<file path="src/rtl/gsr_req_seq.sv">
// Reset-request sequencer driving the active-low GSR input of the downstream GSR release synchronizer.
// Optional immediate software request path compiled in with GSRSEQ_SWREQ_EN.
module gsr_req_seq #(
  parameter int unsigned DEB_CYC   = 16,
  parameter int unsigned HOLD_CYC  = 64,
  parameter int unsigned GUARD_CYC = 8
) (
  input  logic       clk,
  input  logic       rst,
  input  logic       req,
`ifdef GSRSEQ_SWREQ_EN
  input  logic       swreq,
`endif
  output logic       gsr,
  output logic       busy,
  output logic       done,
  output logic [7:0] evt_cnt
);

  typedef enum logic [1:0] {
    IDLE     = 2'd0,
    DEBOUNCE = 2'd1,
    ASSERT   = 2'd2,
    GUARD    = 2'd3
  } state_t;

  localparam logic [15:0] DEB_LAST   = 16'(DEB_CYC - 1);
  localparam logic [15:0] HOLD_LAST  = 16'(HOLD_CYC - 1);
  localparam logic [15:0] GUARD_LAST = 16'(GUARD_CYC - 1);

  function automatic logic [7:0] sat_inc8(input logic [7:0] v);
    return (v == 8'hFF) ? v : v + 8'd1;
  endfunction

  state_t      state, state_nxt;
  logic [15:0] cnt, cnt_nxt;
  logic        evt_inc;
  logic        req_s1, req_s;
  logic        sw_go;

`ifdef GSRSEQ_SWREQ_EN
  assign sw_go = swreq;
`else
  assign sw_go = 1'b0;
`endif

  // Two-flop synchronizer for the asynchronous external request
  always_ff @(posedge clk or posedge rst) begin
    if (rst) begin
      req_s1 <= 1'b0;
      req_s  <= 1'b0;
    end else begin
      req_s1 <= req;
      req_s  <= req_s1;
    end
  end

  always_comb begin
    state_nxt = state;
    cnt_nxt   = cnt;
    evt_inc   = 1'b0;
    case (state)
      IDLE: begin
        if (sw_go) begin
          state_nxt = ASSERT;
          cnt_nxt   = 16'd0;
          evt_inc   = 1'b1;
        end else if (req_s) begin
          state_nxt = DEBOUNCE;
          cnt_nxt   = 16'd0;
        end
      end
      DEBOUNCE: begin
        if (sw_go) begin
          state_nxt = ASSERT;
          cnt_nxt   = 16'd0;
          evt_inc   = 1'b1;
        end else if (!req_s) begin
          state_nxt = IDLE;
          cnt_nxt   = 16'd0;
        end else if (cnt == DEB_LAST) begin
          state_nxt = ASSERT;
          cnt_nxt   = 16'd0;
          evt_inc   = 1'b1;
        end else begin
          cnt_nxt = cnt + 16'd1;
        end
      end
      ASSERT: begin
        // Counter parks at the last hold cycle while the request is still high
        if (cnt == HOLD_LAST) begin
          if (!req_s) begin
            state_nxt = GUARD;
            cnt_nxt   = 16'd0;
          end
        end else begin
          cnt_nxt = cnt + 16'd1;
        end
      end
      GUARD: begin
        if (cnt == GUARD_LAST) begin
          state_nxt = IDLE;
          cnt_nxt   = 16'd0;
        end else begin
          cnt_nxt = cnt + 16'd1;
        end
      end
      default: begin
        state_nxt = ASSERT;
        cnt_nxt   = 16'd0;
      end
    endcase
  end

  // State, counter and registered outputs; reset re-enters the hold phase
  always_ff @(posedge clk or posedge rst) begin
    if (rst) begin
      state   <= ASSERT;
      cnt     <= 16'd0;
      gsr     <= 1'b0;
      busy    <= 1'b1;
      done    <= 1'b0;
      evt_cnt <= 8'd0;
    end else begin
      state <= state_nxt;
      cnt   <= cnt_nxt;
      gsr   <= (state_nxt != ASSERT);
      busy  <= (state_nxt != IDLE);
      done  <= (state == GUARD) && (state_nxt == IDLE);
      if (evt_inc) begin
        evt_cnt <= sat_inc8(evt_cnt);
      end
    end
  end

endmodule

</file>
<file path="config.mk">
export PLATFORM = sky130hd
export DESIGN_NAME = gsr_req_seq
export DESIGN_NICKNAME = d
export VERILOG_FILES = /design/src/rtl/gsr_req_seq.sv
export SDC_FILE = /design/constraint.sdc
export NUM_CORES = 1
export LEC_CHECK = 0
export CAP_MARGIN = 20
export CORE_MARGIN = 3
export CORE_UTILIZATION = 61
export DETAILED_ROUTE_END_ITERATION = 8
export GPL_ROUTABILITY_DRIVEN = 0
export PLACE_DENSITY = 0.89
export SKIP_LAST_GASP = 1
export SYNTH_ARGS = -nofsm -noshare
export SYNTH_HDL_FRONTEND = slang
export SYNTH_SLANG_ARGS = --single-unit
</file>
<file path="constraint.sdc">
create_clock -name clk -period 3.9 [get_ports clk]
set_clock_uncertainty 0.2 [all_clocks]
set_input_delay 0.78 -clock clk [delete_from_list [all_inputs] [get_ports clk]]
set_output_delay 0.78 -clock clk [all_outputs]
set_load 0.05 [all_outputs]
</file>
==> impl_metrics.yaml, run 1 <==
status:
  status: "finished clean"
die:
  die_w_um: 59.5
  die-area_mm2: 0.00354
  io_pins: 14
  dieHeight_um: 59.5
  rows: 18
  start_util_pct: 67.4
  core_mm2: 0.00259
sta:
  min_period_ns: 2.66
  fmax_ghz: 0.376
  setup_viol: 0
  hold_viol_final: 0
  rsz0062_at_grt: "no"
  fin_ws_ns: 1.24
  fin_tns_setup_ns: 0
  tightest_slew_ns: 0.541
  slew_headroom_pct: 63.6
  fin_crit_sh_pct: 68.2
  finalMaxSlewViolations: 0
clock_network:
  cts_hold_buf: 0
  htree_levels: 2
  clk_transition_reported_paths_ns: 0.10
  clock-sinks: 31
  cts_resized: 0
  cts-root-buf: "clkbuf_4"
  post_cts_buffers: 0
  cts_buffer_depth: 2
  clk_latency_ns: 0.35
  tritoncts: "done"
  cts_made_buffers: 5
global_route:
  antenna_found_initial: 0
  gr-total-overflow: 0
  grt_pass1_wl_mm: 6.37
  first_global_vias: 1374
  grt_max_degree: 21
  track_usage_pct: 24.4
final_layout:
  nNetsFinal: 186
  drive_gt1_share_pct: 11.5
  diodes: 0
  area_growth_pct: 11.0
  final_util_pct: 74.8
  fin_area_mm2: 0.00194
yosys:
  ys.warnings.count: 0
  avgSynthCellArea_um2: 10.4
  synth_nets: 173
  ys_seq_elements: 31
  async_flop_share_pct: 100
  yosysUniqueCellTypes: 50
  seq_area_frac_synth_pct: 44.6
  netlist_area_mm2: 0.00175
  synth_edf_count: 0
  syn_inst: 168
  ys.flop_type: "dfrtp_1"
worst_setup_path:
  crit_chain: "clkdlybuf4s50_1"
  critical_path_class: "flop to output pin"
  cp_max_fo: 1
  critical_path_arrival_ns: 1.68
  crit_buf_inv: 1
  end_kind: "output pin"
  crit_path_max_incr_delay_ns: 0.80
  startpoint: "busy"
  worst_path_max_delay_cell: "clkdlybuf4s50_1"
  worstPathRequired_ns: 2.92
  r2r-start: "cnt[11]"
  critPathLaunchType: "flop"
  crit_family: "buffers and inverters"
drt:
  drc: 0
  viasPerCell: 6.63
  drtAntennaViolNets: 0
  first_pass_iters: 4
  vias: 1405
  drt_iter0_markers: 84
  postRouteWirelength_mm: 3.60
  routedWlPerCell_um: 17.0
power_and_ir_drop:
  peakVddDrop_mv: 0.310
  power_density_mw_per_mm2: 285
  power.leakage_uw: 0.000839
  totalPowerFinal_uw: 552
worst_hold_path:
  worstHoldStart: "req_s1"
  holdCritPathClass: "flop to flop"
place:
  dpl_cell_area_mm2: 0.00188
  io_buffers: 13
  dp_worst_setup_slack_ns: 1.53
  hpwlAfterDp_mm: 2.64
flow_run:
  drv_cap: 0
[final timing paths]
check / end / slack [ns] / cells past startpoint
worst min register to register: req_s / 0.16 / 0
worst min-delay path: req_s / 0.16 / 0
worst max-delay path: busy / 1.24 / 1
min in group asynchronous: cnt[8] / 0.56 / 2
max in group asynchronous: state[1] / 2.37 / 3
worst max register to register: cnt[5] / 1.48 / 5
[cells by family (layout without fill, tap and decap cells)]
logic type / after synthesis / in the layout / share of synthesized area (%)
compound gates: 36 / 36 / 15.0
xor+xnor: 13 / 13 / 6.52
fa+ha+maj: 2 / 2 / 1.43
buf+inv: 12 / 26 / 4.15
flops: 31 / 31 / 44.6
mux: 4 / 4 / 2.44
simple gates: 70 / 70 / 25.9
[Yosys cell counts (all sizes together) (5+ instances only)]
master,number,area (µm²)
dfrtp,29,726
nor2,15,56.3
nand4,8,65.1
a21oi,7,35.0
nand3,7,35.0
xnor2,7,61.3
buf,6,50.0
nand2,6,22.5
o21ai,6,30.0
xor2,6,52.6
and2,5,31.3
or3,5,32.5
[metrics by stage]
stage,cells,hold WS (ns)
6_report,212,0.163
3_3_place_gp,203,0.139
5_1_grt,212,0.170
3_5_place_dp,204,0.140
4_1_cts,212,0.163
2_1_floorplan,168,0.131
[cell usage in the layout, fill, tap and decap left out, types with 2 or more instances in the layout]
cell type        instances
inv_1                    4
xnor2_1                  7
and4_1                   4
a21oi_1                  7
a31oi_1                  2
clkbuf_4                 5
o21ai_0                  6
nor2b_1                  3
mux2i_1                  2
nand2_1                  6
dfstp_2                  2
xor2_1                   6
and3_1                   3
ha_1                     2
nor2_1                  15
nor3_1                   4
and2_1                   5
or3_1                    4
clkdlybuf4s50_1         13
o211ai_1                 2
dfrtp_1                 29
nand4_1                  7
o211a_1                  3
nand3_1                  7
mux2_2                   2
o22ai_1                  2
a221o_1                  2
nor4_4                   3
o2111ai_1                2
[area by class of cell]
class | instances | area [µm²]
clock buffer | 6 | 41.3
clock inverter | 2 | 12.5
fill | 184 | 652
inverter | 4 | 15.0
multi-input combinational | 125 | 896
sequential | 31 | 778
tap | 30 | 37.5
timing repair buffer | 14 | 158
[metal layers]
metal | GRT usage (%) | part of all wire [%]
met1 | 31.2 | 43
met2 | 36.5 | 48
met3 | 8.71 | 6.6
met4 | 12.3 | 1.9
met5 | 0 | 0
[flip-flops by register name, indices dropped and copies added (netlist names)]
name,cells
busy,1
cnt,16
done,1
evt_cnt,8
gsr,1
req_s,1
req_s1,1
state,2
[where the power goes]
part | leakage [µW] | internal [µW] | total [µW] | switching (µW)
clock | 0.0000282 | 69.4 | 185 | 116
sequential | 0.000412 | 326 | 332 | 6.45
combinational | 0.000399 | 13.1 | 34.5 | 21.4
[worst reg2reg max path, stage by stage (launching register included)]
cell and delay, ns:
dfrtp_1 0.49, nor4_4 0.47, nand4_1 0.23, o21ai_0 0.31, a32o_1 0.49, nor2_1 0.11
(Power assumes the default switching activity.)
==> run 2: changes to the inputs <==
--- a/config.mk
+++ b/config.mk
@@ -7,10 +7,10 @@
 export LEC_CHECK = 0
 export CAP_MARGIN = 20
 export CORE_MARGIN = 3
-export CORE_UTILIZATION = 61
+export CORE_UTILIZATION = 52
 export DETAILED_ROUTE_END_ITERATION = 8
 export GPL_ROUTABILITY_DRIVEN = 0
-export PLACE_DENSITY = 0.89
+export PLACE_DENSITY = 0.81
 export SKIP_LAST_GASP = 1
 export SYNTH_ARGS = -nofsm -noshare
 export SYNTH_HDL_FRONTEND = slang
==> constraint.sdc (replaced) <==
create_clock -name clk -period 2.4 [get_ports clk]
set_clock_uncertainty 0.2 [all_clocks]
set_input_delay 0.48 -clock clk [delete_from_list [all_inputs] [get_ports clk]]
set_output_delay 0.48 -clock clk [all_outputs]
set_load 0.05 [all_outputs]
==> impl_metrics.yaml, run 2 (synthesized netlist as in run 1, its figures left out) <==
status:
  status: "finished clean"
global_route:
  grt_max_degree: 32
  first_global_vias: 1296
  track_usage_pct: 18.1
  gr-total-overflow: 0
  antenna_found_initial: 0
  grt_pass1_wl_mm: 5.84
final_layout:
  drive_gt1_share_pct: 14.0
  layout_common_cells: "dfrtp_1, nor2_1, clkdlybuf4s50_1"
  multi_input_area_um2: 896
  top_regs: "cnt: 16 flops, evt_cnt: 8 flops, state: 2 flops"
  n_fill_cell: 258
  diodes: 0
  mostFrequentLayoutCell: "dfrtp_1"
  ff_latch_area_um2: 778
  largest_register_ffs: 16
  area_growth_pct: 14.4
  largest-register: "cnt"
  nNetsFinal: 190
drt:
  postRouteWirelength_mm: 3.41
  drtAntennaViolNets: 0
  first_pass_iters: 4
  vias: 1355
  viasPerCell: 5.89
  routedWlPerCell_um: 14.8
  drt_iter0_markers: 70
  drc: 0
clock_network:
  htree_levels: 2
  clk_latency_ns: 0.34
  tritoncts: "done"
  clock-sinks: 31
  cts_buffer_depth: 2
  clk_transition_reported_paths_ns: 0.09
  post_cts_buffers: 0
  cts_hold_buf: 0
  cts-root-buf: "clkbuf_4"
  cts_resized: 0
  cts_made_buffers: 5
worst_hold_path:
  holdCritPathClass: "flop to flop"
  min_to: "req_s"
  holdPathStages: 0
  worstHoldStart: "req_s1"
power_and_ir_drop:
  peakVddDrop_mv: 0.352
  power.leakage_uw: 0.000870
  seq_power_share_pct: 53.0
  pwr-share-comb_pct: 5.9
  p_int_uw: 798
  p_clk_share_pct: 41.2
  power_density_mw_per_mm2: 509
  p_switching_uw: 218
  switching_share_pct: 21.5
sta:
  slew_headroom_pct: 62.0
  rsz0062_at_grt: "no"
  fin_ws_ns: 0.0673
  fmax_ghz: 0.429
  min_period_ns: 2.33
  fin_tns_setup_ns: 0
  finalMaxSlewViolations: 0
  hold_viol_final: 0
  setup_viol: 0
  fin_crit_sh_pct: 97.2
  tightest_slew_ns: 0.564
die:
  io_pins: 14
  start_util_pct: 55.8
  die-area_mm2: 0.00409
  dieHeight_um: 64.0
  rows: 20
  die_w_um: 64.0
  core_mm2: 0.00313
flow_run:
  drv_cap: 0
worst_setup_path:
  crit_buf_inv: 1
  critPathLaunchType: "flop"
  critical_path_class: "flop to output pin"
  r2r_end: "evt_cnt[1]"
  worst_path_max_delay_cell: "clkdlybuf4s50_1"
  cp_max_fo: 1
  reg2reg_slack_ns: 0.12
  crit_path_max_incr_delay_ns: 0.79
  crit_chain: "clkdlybuf4s50_1"
  end_kind: "output pin"
  reg2reg_depth: 4
  r2r-start: "cnt[11]"
  crit_family: "buffers and inverters"
  critical_path_arrival_ns: 1.65
  worstPathRequired_ns: 1.72
place:
  hpwlAfterDp_mm: 2.51
  dp_worst_setup_slack_ns: 0.130
  io_buffers: 13
run 2: cell types whose count changed in the layout (fill, tap and decap cells not counted):
cell	previous run	this run
bufinv_16	0	1
clkbuf_8	0	1
buf_16	1	0
clkbuf_1	1	0
clkinvlp_4	1	0
buf_4	0	5
run 2: worst max-delay path by stage:
| stage | from | end | slack (ns) | depth (start not counted) |
|---|---|---|---|---|
| global placement | cnt[11] | evt_cnt[1] | 0.20 | 4 |
| floorplan | evt_cnt[0] | evt_cnt[1] | 0.16 | 5 |
| CTS | busy | busy | 0.06 | 1 |
| detailed placement | cnt[11] | evt_cnt[1] | 0.13 | 4 |
| global route | cnt[0] | cnt[7] | 0.005 | 7 |
| finish | busy | busy | 0.07 | 1 |
run 2: routing by layer:
layer	track usage [%]	part of all wire [%]	vias to the layer above
li1	-	-	661
met3	3.34	5.9	7
met5	0	0	-
met1	23.8	45	642
met4	7.82	1.4	0
met2	29.3	48	45
run 2: cell type report:
type,instances,share of cell area [%]
multi-input combinational,125,44.8
sequential,31,38.9
timing repair buffer,18,8.39
tap,44,2.76
clock buffer,6,2.57
clock inverter,2,1.75
inverter,4,0.751
run 2: power groups by stage:
| stage | Clock (µW) | Combinational [µW] | Sequential [µW] |
|---|---|---|---|
| final | 418 | 59.6 | 538 |
| after global routing | 445 | 66.5 | 540 |
| after CTS | 425 | 60.2 | 538 |
| after detailed placement | 0 | 59.5 | 548 |
| after global placement | 0 | 58.4 | 548 |
| after floorplan | 0 | 43.9 | 546 |
run 2: per-stage QoR:
| stage | cell area, µm² | instances | util [%] | hold WS (ns) | total power (µW) |
|---|---|---|---|---|---|
| 2_1_floorplan | 1750 | 168 | - | 0.131 | 590 |
| 3_3_place_gp | 1910 | 222 | 61.1 | 0.139 | 606 |
| 3_5_place_dp | 1910 | 222 | 61.1 | 0.142 | 608 |
| 4_1_cts | 2000 | 230 | 63.9 | 0.163 | 1020 |
| 5_1_grt | 2000 | 230 | 63.9 | 0.175 | 1050 |
| 6_report | 2000 | 230 | 63.9 | 0.159 | 1020 |
==> RTL edit (settings of run 1) <==
Register the input `req` before use. The logic sees it one clock later.
--- a/src/rtl/gsr_req_seq.sv
+++ b/src/rtl/gsr_req_seq.sv
@@ -28,6 +28,12 @@
   localparam logic [15:0] HOLD_LAST  = 16'(HOLD_CYC - 1);
   localparam logic [15:0] GUARD_LAST = 16'(GUARD_CYC - 1);
 
+  logic req_q;
+
+  always_ff @(posedge clk) begin
+    req_q <= req;
+  end
+
   function automatic logic [7:0] sat_inc8(input logic [7:0] v);
     return (v == 8'hFF) ? v : v + 8'd1;
   endfunction
@@ -50,7 +56,7 @@
       req_s1 <= 1'b0;
       req_s  <= 1'b0;
     end else begin
-      req_s1 <= req;
+      req_s1 <= req_q;
       req_s  <= req_s1;
     end
   end
Formal check against the unedited RTL: same outputs for any inputs over 10 cycles, from zero or initial values and one cycle with rst high; that may be too few to reach the edited logic, so the function may still have changed.
==> RTL edit against run 1 <==
  * Fmax increased by 0.53%
  * Worst setup slack improved by 0.014 ns
  * Area after synthesis increased by 1.1%
  * Register-to-register slack improved by 0.05 ns
  * Hold slack got worse by 0.022 ns
  * Cell area increased by 2.4%
  * Routed wire length increased by 4.3%
  * Sequential share of layout area increased by 0.072 points
  * First-iteration DRC count decreased by 20%
  * Power increased by 13%
  * Sequential cell count increased by 1
  * Non-clock buffer count unchanged
==> RTL edit: results (changes against run 1) <==
** Finish
- Share of layout cells above drive strength 1 :: 12.0% (was 11.5%)
- The net count reported at finish is 187 (was 186).
- The flip-flop count of the largest register, all copies and words added was 16 (unchanged).
- Number of inserted diodes :: 0 (unchanged)
- The multi-input gate area in the final layout is 896 um2 (unchanged).
- Largest registers: cnt (16), evt_cnt (8), state (2) (unchanged).
- Filler-free cell count of the finished design :: 213 (was 212)
- Fill cells :: 186 (was 184)

** Synth
- The synthesized netlist cell count came to 169 (was 168).
- Post-synthesis xor/xnor area fraction :: 6.44% (was 6.52%)
- The share of synthesized registers carrying an async set or reset came to 96.9% (was 100%).
- The number of unique standard cell types used by synthesis is 51 (was 50).
- Post-Synth Adder-Cell Area :: 1.42% (was 1.43%)
- The mux contribution to synthesized area is 2.41% (was 2.44%).
- Area fraction in compound gates after synthesis :: 14.9% (was 15.0%)
- Share of the yosys chip area belonging to registers :: 45.2% (was 44.6%)
- Post-synth design cell area :: 1770 um2 (was 1750 um2)
- Number of warnings printed during yosys synthesis :: 0 (unchanged)
- Synth area leaders :: sky130_fd_sc_hd__dfrtp_1, sky130_fd_sc_hd__nor4_4, sky130_fd_sc_hd__xnor2_1, sky130_fd_sc_hd__nor2_1, sky130_fd_sc_hd__dfstp_2 (unchanged)

** Critical path
- Arrival time at the worst endpoint :: 1.67 ns
- Critical register-to-register path endpoint :: evt_cnt[1] (was cnt[5])
- Worst-case reg-to-reg path depth :: 4 (was 5)
- Reg2reg setup slack :: 1.53 ns (was 1.48 ns)

** Drt
- The post-detailed-route via-to-cell ratio is 6.48 (was 6.63).
- DRT iter0 DRCs :: 67 (was 84)
- The mean routed wirelength per cell is 17.6 um (was 17.0 um).

** Global routing
- Via count of the first global-routing pass :: 1,363 (was 1,374)
- Wire length of the first global-routing pass :: 6380 um (was 6370 um)
- Largest net degree at the start of global routing :: 32 (was 21)
- The global-route total usage across every layer came to 24.2% (was 24.4%).

** STA
- The final setup slack of the worst path was 1.25 ns (was 1.24 ns).
- Slew of the pin with the lowest slew margin :: 0.595 ns (was 0.541 ns)

** Clock tree
- The post-cts gate resize count was 0 (unchanged).
- Deepest clock path buffer count :: 2 (unchanged)

** Placement
- Final HPWL from detailed placement :: 2820 um (was 2640 um)
- Placed cell areas :: 1880 um2 (about the same)
- Placement-stage worst setup slack :: 1.55 ns (was 1.53 ns)
- The number of instances in the placed design is 204 (unchanged).

** Power and ir drop
- Leak :: 0.861 nW (was 0.839 nW)
- Peak supply drop :: 0.527 mV (was 0.310 mV)

** Min path
- The start point of the worst min-delay path is req_q (was req_s1).

** Status
- Status :: finished, final reports clean (unchanged)
[RTL edit: final cells by class]
class                           count  share of cell area (%)
Clock inverter                      3                    2.14
Clock buffer                        5                    1.89
Timing Repair Buffer               14                    7.94
Inverter                            4                   0.757
Tap cell                           30                    1.89
Multi-Input combinational cell    125                    45.1
Sequential cell                    32                    40.2
[RTL edit: report_power, final]
part	switching [W]	leakage [nW]	internal, W
logic	0.0000211	0.399	0.0000130
registers	0.00000669	0.421	0.000336
clock network	0.000115	0.0412	0.000134
[RTL edit: worst min path at each step]
stage	endpoint	slack, ns	depth (start not counted)
3_3_place_gp	req_s1	0.12	0
5_1_grt	req_s1	0.16	0
6_report	req_s1	0.14	0
4_1_cts	req_s1	0.14	0
3_5_place_dp	req_s1	0.13	0
2_1_floorplan	req_s1	0.12	0
[RTL edit: metal layers]
metal	GRT usage, %	wire length [um]	vias to the layer above
met1	29.8	1620	690
li1	-	-	657
met3	6.26	155	9
met2	40.9	1910	25
met5	0	0	-
met4	8.23	71	0
